==> config.mk <==
export PLATFORM = sky130hd
export DESIGN_NAME = if_id_hazard_ctrl
export DESIGN_NICKNAME = d
export VERILOG_FILES = /design/src/rtl/if_id_hazard_ctrl_pkg.sv /design/src/rtl/if_id_hazard_ctrl_sat_counter.sv /design/src/rtl/if_id_hazard_ctrl.sv
export SDC_FILE = /design/constraint.sdc
export NUM_CORES = 1
export LEC_CHECK = 0
export ABC_AREA = 1
export BUFFER_PORTS_ARGS = -buffer_cell sky130_fd_sc_hd__buf_2
export CELL_PAD_IN_SITES_DETAIL_PLACEMENT = 1
export CELL_PAD_IN_SITES_GLOBAL_PLACEMENT = 1
export CORE_MARGIN = 3
export CORE_UTILIZATION = 40
export DETAILED_ROUTE_END_ITERATION = 6
export MAX_ROUTING_LAYER = met4
export PLACE_DENSITY_LB_ADDON = 0.2
export SLEW_MARGIN = 15
export SYNTH_ARGS = -nofsm -noshare
export SYNTH_HDL_FRONTEND = slang
export SYNTH_SLANG_ARGS = --single-unit
==> constraint.sdc <==
create_clock -name i_Clk -period 4.7 [get_ports i_Clk]
set_input_delay 1.41 -clock i_Clk [delete_from_list [all_inputs] [get_ports i_Clk]]
set_output_delay 1.41 -clock i_Clk [all_outputs]
set_load 0.02 [all_outputs]
==> src/rtl/if_id_hazard_ctrl_pkg.sv <==
// Shared constants for the IF/ID sequencing controller: datapath word size,
// default register-specifier width and the controller state encodings.
package if_id_hazard_ctrl_pkg;

    localparam int WORD_SIZE      = 16;
    localparam int REG_ADDR_W_DEF = 2;

    typedef enum logic [1:0] {
        RUN        = 2'd0,
        FETCH_WAIT = 2'd1,
        HALTED     = 2'd2
    } ctrlState_t;

endpackage

==> src/rtl/if_id_hazard_ctrl_sat_counter.sv <==
// Saturating up-counter used for the stall and flush performance counters.
// Holds at all-ones instead of wrapping; i_clear has priority over i_inc.
module sat_counter #(
    parameter int CNT_W = 16
) (
    input  logic             i_clk,
    input  logic             i_clear,
    input  logic             i_inc,
    output logic [CNT_W-1:0] o_count
);

    logic [CNT_W-1:0] r_count;

    // Count up on each increment request, sticking at the maximum value
    always_ff @(posedge i_clk) begin
        if (i_clear) begin
            r_count <= '0;
        end else if (i_inc && (r_count != '1)) begin
            r_count <= r_count + 1'b1;
        end
    end

    assign o_count = r_count;

endmodule

==> src/rtl/if_id_hazard_ctrl.sv <==
// IF/ID pipeline sequencing controller. Decides every cycle, with zero
// latency, whether fetch advances, stalls, flushes or bubbles ID->EX based on
// load-use hazards, taken branches/jumps and the instruction-memory handshake.
module if_id_hazard_ctrl
    import if_id_hazard_ctrl_pkg::*;
#(
    parameter int REG_ADDR_W    = REG_ADDR_W_DEF,
    parameter int CNT_W         = 16,
    parameter int FETCH_TIMEOUT = 64
) (
    input  logic                  i_Clk,
    input  logic                  i_Reset,
    input  logic [REG_ADDR_W-1:0] i_ID_rs,
    input  logic [REG_ADDR_W-1:0] i_ID_rt,
    input  logic                  i_ID_use_rs,
    input  logic                  i_ID_use_rt,
    input  logic                  i_ID_Jump,
    input  logic                  i_ID_Halt,
    input  logic                  i_EX_MemRead,
    input  logic [REG_ADDR_W-1:0] i_EX_rd,
    input  logic                  i_EX_BranchTaken,
    input  logic                  i_IMem_ready,
    input  logic                  i_DMem_busy,
    output logic                  o_IMem_req,
    output logic                  o_PC_Write,
    output logic                  o_IF_ID_Write,
    output logic                  o_IF_ID_Flush,
    output logic                  o_ID_EX_Bubble,
    output logic                  o_Halted,
    output logic                  o_Fetch_Timeout,
    output logic [CNT_W-1:0]      o_Stall_Cnt,
    output logic [CNT_W-1:0]      o_Flush_Cnt
);

    localparam int                WAIT_W     = $clog2(FETCH_TIMEOUT + 1);
    localparam logic [WAIT_W-1:0] WAIT_LIMIT = WAIT_W'(FETCH_TIMEOUT);

    ctrlState_t        r_state;
    ctrlState_t        w_nextState;
    logic              r_idValid;
    logic              w_idValidNext;
    logic [WAIT_W-1:0] r_wait;
    logic [WAIT_W-1:0] w_waitNext;
    logic              w_waitCount;
    logic              w_setTimeout;
    logic              r_timeout;
    logic              w_loadUse;
    logic              w_stallInc;
    logic              w_flushInc;

    // A load in EX whose destination feeds a live source of the valid ID instruction
    assign w_loadUse = r_idValid & i_EX_MemRead &
                       ((i_ID_use_rs & (i_ID_rs == i_EX_rd)) |
                        (i_ID_use_rt & (i_ID_rt == i_EX_rd)));

    // Same-cycle decision: control outputs, next state and counter increments
    always_comb begin
        w_nextState     = r_state;
        w_idValidNext   = r_idValid;
        w_waitNext      = r_wait;
        w_waitCount     = 1'b0;
        w_stallInc      = 1'b0;
        w_flushInc      = 1'b0;
        o_IMem_req      = 1'b0;
        o_PC_Write      = 1'b0;
        o_IF_ID_Write   = 1'b0;
        o_IF_ID_Flush   = 1'b0;
        o_ID_EX_Bubble  = 1'b0;
        o_Halted        = 1'b0;

        if (i_Reset) begin
            o_IF_ID_Flush  = 1'b1;
            o_ID_EX_Bubble = 1'b1;
        end else begin
            case (r_state)
                RUN: begin
                    o_IMem_req = 1'b1;
                    if (i_DMem_busy) begin
                        w_stallInc = 1'b1;
                    end else if (i_EX_BranchTaken) begin
                        o_PC_Write     = 1'b1;
                        o_IF_ID_Flush  = 1'b1;
                        o_ID_EX_Bubble = 1'b1;
                        w_idValidNext  = 1'b0;
                        w_flushInc     = 1'b1;
                    end else if (i_ID_Halt && r_idValid) begin
                        w_nextState = HALTED;
                    end else if (i_ID_Jump && r_idValid) begin
                        o_PC_Write    = 1'b1;
                        o_IF_ID_Flush = 1'b1;
                        w_idValidNext = 1'b0;
                        w_flushInc    = 1'b1;
                    end else if (w_loadUse) begin
                        o_ID_EX_Bubble = 1'b1;
                        w_stallInc     = 1'b1;
                    end else if (!i_IMem_ready) begin
                        o_ID_EX_Bubble = !r_idValid;
                        w_idValidNext  = 1'b0;
                        w_nextState    = FETCH_WAIT;
                        w_waitNext     = WAIT_W'(1);
                        w_waitCount    = 1'b1;
                        w_stallInc     = 1'b1;
                    end else begin
                        o_PC_Write     = 1'b1;
                        o_IF_ID_Write  = 1'b1;
                        o_ID_EX_Bubble = !r_idValid;
                        w_idValidNext  = 1'b1;
                    end
                end
                FETCH_WAIT: begin
                    o_IMem_req     = 1'b1;
                    o_ID_EX_Bubble = 1'b1;
                    if (i_DMem_busy) begin
                        o_ID_EX_Bubble = 1'b0;
                        w_stallInc     = 1'b1;
                    end else if (i_EX_BranchTaken || (i_ID_Jump && r_idValid)) begin
                        o_PC_Write    = 1'b1;
                        o_IF_ID_Flush = 1'b1;
                        w_idValidNext = 1'b0;
                        w_waitNext    = '0;
                        w_flushInc    = 1'b1;
                    end else if (i_IMem_ready) begin
                        o_PC_Write    = 1'b1;
                        o_IF_ID_Write = 1'b1;
                        w_idValidNext = 1'b1;
                        w_nextState   = RUN;
                    end else begin
                        if (r_wait != WAIT_LIMIT) begin
                            w_waitNext = r_wait + 1'b1;
                        end
                        w_waitCount = 1'b1;
                        w_stallInc  = 1'b1;
                    end
                end
                HALTED: begin
                    o_ID_EX_Bubble = 1'b1;
                    o_Halted       = 1'b1;
                end
                default: begin
                    w_nextState = RUN;
                end
            endcase
        end

        w_setTimeout = w_waitCount && (w_waitNext == WAIT_LIMIT);
    end

    // State, ID-valid flag, wait counter and sticky timeout registers
    always_ff @(posedge i_Clk) begin
        if (i_Reset) begin
            r_state   <= RUN;
            r_idValid <= 1'b0;
            r_wait    <= '0;
            r_timeout <= 1'b0;
        end else begin
            r_state   <= w_nextState;
            r_idValid <= w_idValidNext;
            r_wait    <= w_waitNext;
            if (w_setTimeout) begin
                r_timeout <= 1'b1;
            end
        end
    end

    assign o_Fetch_Timeout = r_timeout;

    sat_counter #(.CNT_W(CNT_W)) u_stallCnt (
        .i_clk   (i_Clk),
        .i_clear (i_Reset),
        .i_inc   (w_stallInc),
        .o_count (o_Stall_Cnt)
    );

    sat_counter #(.CNT_W(CNT_W)) u_flushCnt (
        .i_clk   (i_Clk),
        .i_clear (i_Reset),
        .i_inc   (w_flushInc),
        .o_count (o_Flush_Cnt)
    );

endmodule

==> results.json, run 1 <==
{
  "yosys_most_used_dff": "dfxtp_1",
  "crit_fanout": 7,
  "r2r_setup_slack_ns": 2.67,
  "fin_cells": 596,
  "root_buffer": "clkbuf_8",
  "die_w_um": 90.6,
  "start_util": 0.417,
  "cap_violations": 0,
  "worstSkewPairLatency_ns": 0.31,
  "syn_nets": 466,
  "syn_area_um2": 2860,
  "synthMostInstantiatedCell": "nand2_1",
  "async_flop_share": 0,
  "final_nets": 519,
  "cts.sinks": 43,
  "cts_tree": "built",
  "ys_top_cells_by_count": "113 x nand2_1, 59 x inv_1, 45 x nor2_1, 43 x dfxtp_1, 35 x a21oi_1",
  "max_slew_margin": 0.673,
  "post_cts_resized": 0,
  "final_hold_viol_count": 0,
  "holdPathStages": 2,
  "post_cts_buffers": 0,
  "diodes": 0,
  "crit_path_end_kind": "primary output",
  "grt_pass1_wl_mm": 14.1,
  "period_needed_ns": 4.23,
  "irDropWorstVdd_mv": 0.105,
  "hpwl_mm": 6.39,
  "drtPass1Iterations": 4,
  "total_power_uw": 730,
  "io_pins": 55,
  "ys_ff_latch": 43,
  "place_inst": 588,
  "worstHoldEndpoint": "o_Fetch_Timeout$_SDFFE_PP0P_",
  "gp_congestion": 0.900,
  "hold_buffers": 0,
  "fp-row-count": 30,
  "clock_path_buffers": 2,
  "cts_inserted_buffers": 5,
  "ant_nets": 0,
  "synthCells": 446,
  "antenna_found_initial": 0,
  "drt_iter0_drc": 121,
  "clock_skew_ns": 0.0128,
  "path_cells": "buf_2 > inv_1 > a21oi_1 > nand3_1 > nand2_1 > nand2_1 > o311ai_0 > nand3_1 > nand4_1 > buf_2",
  "grt_overflow_total": 0,
  "cellPowerDensity_nw_per_um2": 220,
  "crit_slowest_cell": "o311ai_0",
  "drc": 0,
  "min_from": "o_Fetch_Timeout$_SDFFE_PP0P_",
  "p_leak_uw": 0.00146,
  "hp-class": "flop to flop",
  "fmax_mhz": 236,
  "clk_pin_slew_worst_paths_ns": 0.08,
  "setup_tns_ns": 0,
  "final_util": 0.482,
  "area_delta_synth_final_pct": 15.6,
  "rr_startpoint": "r_wait[0]$_SDFF_PP0_",
  "critPathMaxStageDelay_ns": 0.34,
  "finalSetupViolations": 0,
  "cts_htree_levels": 2,
  "drt_wl_total_mm": 8.30,
  "syn_avg_cell_area_um2": 6.42,
  "port-buffer-count": 54,
  "synth_area_leader_cell": "dfxtp_1",
  "drive_gt1_frac": 0.190,
  "worstSetupPathType": "input port to primary output",
  "period_share": 0.900,
  "worstPathRequired_ns": 3.29,
  "grt_max_degree": 33,
  "status": "finished clean",
  "cp-start-kind": "input port",
  "vias": 3069,
  "grt_pass1_vias": 2983,
  "tightest_slew_ns": 0.487,
  "grtUsageTotal": 0.213,
  "seq_area_frac_synth": 0.301,
  "synth_top_area_share": 0.301,
  "arrival_ns": 2.82,
  "vias_per_cell": 5.15,
  "synthTopCellsByArea": "dfxtp_1 30%, nand2_1 15%, inv_1 7.7%",
  "core-area_um2": 6870,
  "ys_warn_count": 0,
  "rsz0062_at_grt": "false",
  "slew_viol_final": 0,
  "post_drt_wl_per_cell_um": 13.9,
  "synth_edf_count": 0,
  "dieArea_um2": 8210,
  "reg2reg_depth": 13,
  "synth.distinct_cells": 44,
  "die_h_um": 90.6,
  "r2r_end": "o_Fetch_Timeout$_SDFFE_PP0P_"
}
## kinds of logic (layout without fill, tap and decap cells)
group / after synthesis / after routing / share of synthesized area
AOI/OAI and AO/OA: 80 / 80 / 0.167
adders and majority gates: 4 / 4 / 0.0175
DFF: 43 / 43 / 0.301
and+or+nand+nor: 236 / 236 / 0.390
xor gates and xnor gates: 6 / 6 / 0.0184
buffers and inverters: 77 / 131 / 0.107
## power breakdown
part / leakage, uW / internal [uW] / switching [uW]
clock network: 0.0000412 / 104 / 136
registers: 0.000347 / 369 / 8.04
logic: 0.00107 / 35.8 / 76.8
## layout by cell type (no fill, tap or decap), types with 2 or more instances in the layout
master	instances
nor2_8	2
nand2_4	3
nor2_1	45
clkbuf_8	5
buf_4	2
ha_1	4
o21a_1	2
dfxtp_1	43
nand4_1	9
xor2_1	4
o211ai_1	3
xnor2_1	2
a21oi_1	35
o21ai_0	27
nand3_1	29
inv_4	3
nor3_1	13
nor4_1	5
inv_2	4
nor2_4	4
buf_2	54
nand2_1	113
inv_1	59
a211oi_1	2
nand2_2	6
## sequential cells by signal (all words and copies together), names as in the netlist
name and flops:
u_flushCnt.o_count 16, u_stallCnt.o_count 16, r_wait 7, r_state 2
o_Fetch_Timeout 1, r_idValid 1
## stage by stage
| step | worst slack (ns) | hold WS [ns] | instance area (um^2) |
|---|---|---|---|
| final | 0.471 | 0.456 | 3310 |
| after global placement | 0.601 | 0.439 | 3230 |
| after detailed placement | 0.490 | 0.444 | 3230 |
| after floorplan | 0.587 | 0.526 | 2860 |
| after CTS | 0.483 | 0.457 | 3310 |
| after global routing | 0.350 | 0.484 | 3310 |
## worst max-delay path: cells and delay by family
kind                   cells  cell delay, ns
AO/OA/AOI/OAI              2            0.48
buffers and inverters      3            0.32
AND/OR/NAND/NOR            5            0.62
## metal layers
| metal | part of all wire | wire, um | global-route usage |
|---|---|---|---|
| met1 | 0.48 | 3960 | 0.276 |
| met3 | 0.034 | 286 | 0.0342 |
| met4 | 0.011 | 88 | 0.0612 |
| met5 | 0 | 0 | - |
| met2 | 0.48 | 3960 | 0.345 |
## worst max-delay path by stage
stage	from	endpoint
6_report	i_ID_rs[0]	o_ID_EX_Bubble
5_1_grt	i_ID_Jump	o_IF_ID_Write
4_1_cts	i_ID_rs[0]	o_ID_EX_Bubble
3_5_place_dp	i_ID_rs[0]	o_ID_EX_Bubble
3_3_place_gp	i_EX_rd[1]	o_ID_EX_Bubble
2_1_floorplan	i_IMem_ready	o_IF_ID_Write
## cell type report
type | count | area [um^2]
well taps | 96 | 120
clock inverters | 2 | 12.5
clock buffers | 6 | 72.6
flip-flops and latches | 43 | 861
inverters | 67 | 264
fillers | 971 | 3560
repair buffers | 56 | 285
multi-input cells | 326 | 1700
(Power assumes the default switching activity.)
==> run 2: changes to the inputs <==
--- a/config.mk
+++ b/config.mk
@@ -12,7 +12,6 @@
 export CORE_MARGIN = 3
 export CORE_UTILIZATION = 40
 export DETAILED_ROUTE_END_ITERATION = 6
-export MAX_ROUTING_LAYER = met4
 export PLACE_DENSITY_LB_ADDON = 0.2
 export SLEW_MARGIN = 15
 export SYNTH_ARGS = -nofsm -noshare
==> run 2 against run 1 <==
  * Worst setup slack gained 0.062 ns
  * Fmax is 1.5% higher
  * Critical path depth did not move
  * Utilization grew 0.11 points
  * Non-clock buffer count did not move
  * Routed wire length down 0.39%
  * Design area rose by 0.23%
  * Largest power group unchanged
==> results.json, run 2 (synthesis gave the netlist of run 1 again) <==
{
  "finalWorstSetupSlack_ns": 0.533,
  "fillers": 987,
  "p_leak_uw": 0.00146,
  "grt_pass1_wl_mm": 14.1,
  "period_share": 0.887,
  "grt_pass1_vias": 2977,
  "start_util": 0.417,
  "setup_tns_ns": 0,
  "dieArea_um2": 8210,
  "hpwl_mm": 6.47,
  "hold_buffers": 0,
  "root_buffer": "clkbuf_8",
  "vias": 3061,
  "final_nets": 519,
  "slew_viol_final": 0,
  "post_cts_resized": 0,
  "diodes": 0,
  "p_int_uw": 511,
  "seqPwrFrac": 0.511,
  "power_frac_clock": 0.338,
  "drt_wl_total_mm": 8.27,
  "swShare": 0.308,
  "die_h_um": 90.6,
  "p_switching_uw": 227,
  "fp-row-count": 30,
  "antenna_found_initial": 0,
  "combinationalPowerShare": 0.150,
  "clock_skew_ns": 0.0121,
  "cp-start-kind": "input port",
  "io_pins": 55,
  "die_w_um": 90.6,
  "worstPathRequired_ns": 3.29,
  "clk_pin_slew_worst_paths_ns": 0.09,
  "worstSetupPathType": "input port to primary output",
  "final_common_cell": "nand2_1",
  "cellPowerDensity_nw_per_um2": 223,
  "post_cts_buffers": 0,
  "ant_nets": 0,
  "post_drt_wl_per_cell_um": 13.9,
  "fmax_mhz": 240,
  "drc": 0,
  "cts.sinks": 43,
  "drtPass1Iterations": 4,
  "status": "finished clean",
  "tightest_slew_ns": 0.541,
  "period_needed_ns": 4.17,
  "grt_overflow_total": 0,
  "worstSkewPairLatency_ns": 0.30,
  "cts_tree": "built",
  "final_cell_mix": "113 x nand2_1, 59 x inv_1, 54 x buf_2, 45 x nor2_1, 43 x dfxtp_1",
  "gp_congestion": 0.886,
  "crit_path_end_kind": "primary output",
  "place_ws_ns": 0.519,
  "clock_path_buffers": 2,
  "rsz0062_at_grt": "false",
  "grt_max_degree": 33,
  "arrival_ns": 2.76,
  "finalSetupViolations": 0,
  "max_slew_margin": 0.637,
  "core-area_um2": 6870,
  "drt_iter0_drc": 122,
  "port-buffer-count": 54,
  "area_delta_synth_final_pct": 15.9,
  "hp-class": "flop to flop",
  "cts_htree_levels": 2,
  "crit_fanout": 7,
  "vias_per_cell": 5.14,
  "cts_inserted_buffers": 5,
  "final_hold_viol_count": 0,
  "irDropWorstVdd_mv": 0.158,
  "whs_ns": 0.452,
  "cap_violations": 0,
  "drive_gt1_frac": 0.192,
  "grtUsageTotal": 0.204
}
-- run 2: final cells by class --
type,count,area (um^2),share of cell area
Multi-Input combinational cell,326,1700,0.511
Sequential cell,43,861,0.259
Inverter,67,264,0.0796
Clock inverter,3,23.8,0.00716
Tap cell,96,120,0.0362
Clock buffer,5,68.8,0.0207
Timing Repair Buffer,56,285,0.0860
-- run 2: power by group through the flow --
stage	registers, uW	logic, uW	clock network [uW]
final	378	111	250
after global routing	379	125	273
after CTS	378	112	262
after detailed placement	386	111	0
after global placement	386	108	0
after floorplan	387	75.9	0
-- run 2: per-layer routing --
layer	wire, um	GRT usage	up-vias
met5	0	0	-
met4	74	0.0408	0
met3	314	0.0358	10
met2	3960	0.345	61
met1	3920	0.273	1427
li1	-	-	1563
-- run 2: path summary, 6_finish.rpt --
path | depth (start not counted) | startpoint | slack, ns | to
min reg2reg | 2 | o_Fetch_Timeout$_SDFFE_PP0P_ | 0.45 | o_Fetch_Timeout$_SDFFE_PP0P_
min | 2 | o_Fetch_Timeout$_SDFFE_PP0P_ | 0.45 | o_Fetch_Timeout$_SDFFE_PP0P_
max reg2reg | 13 | r_wait[0]$_SDFF_PP0_ | 2.61 | o_Fetch_Timeout$_SDFFE_PP0P_
max | 10 | i_ID_Jump | 0.53 | o_IF_ID_Write
-- run 2: stage by stage --
| step | cells | utilization | area (um^2) | total power (uW) |
|---|---|---|---|---|
| after floorplan | 446 | - | 2860 | 463 |
| final | 596 | 0.483 | 3320 | 739 |
| after detailed placement | 588 | 0.470 | 3230 | 497 |
| after global routing | 596 | 0.483 | 3320 | 776 |
| after global placement | 588 | 0.470 | 3230 | 494 |
| after CTS | 596 | 0.483 | 3320 | 751 |
-- run 2: worst max-delay path, cell delays in order --
cell	delay (ns)
buf_2	0.09
nand2_2	0.06
nand2_2	0.15
inv_2	0.09
nand2_1	0.09
nor2_1	0.06
nor2_1	0.15
o2111ai_1	0.18
nor4_1	0.24
buf_2	0.22
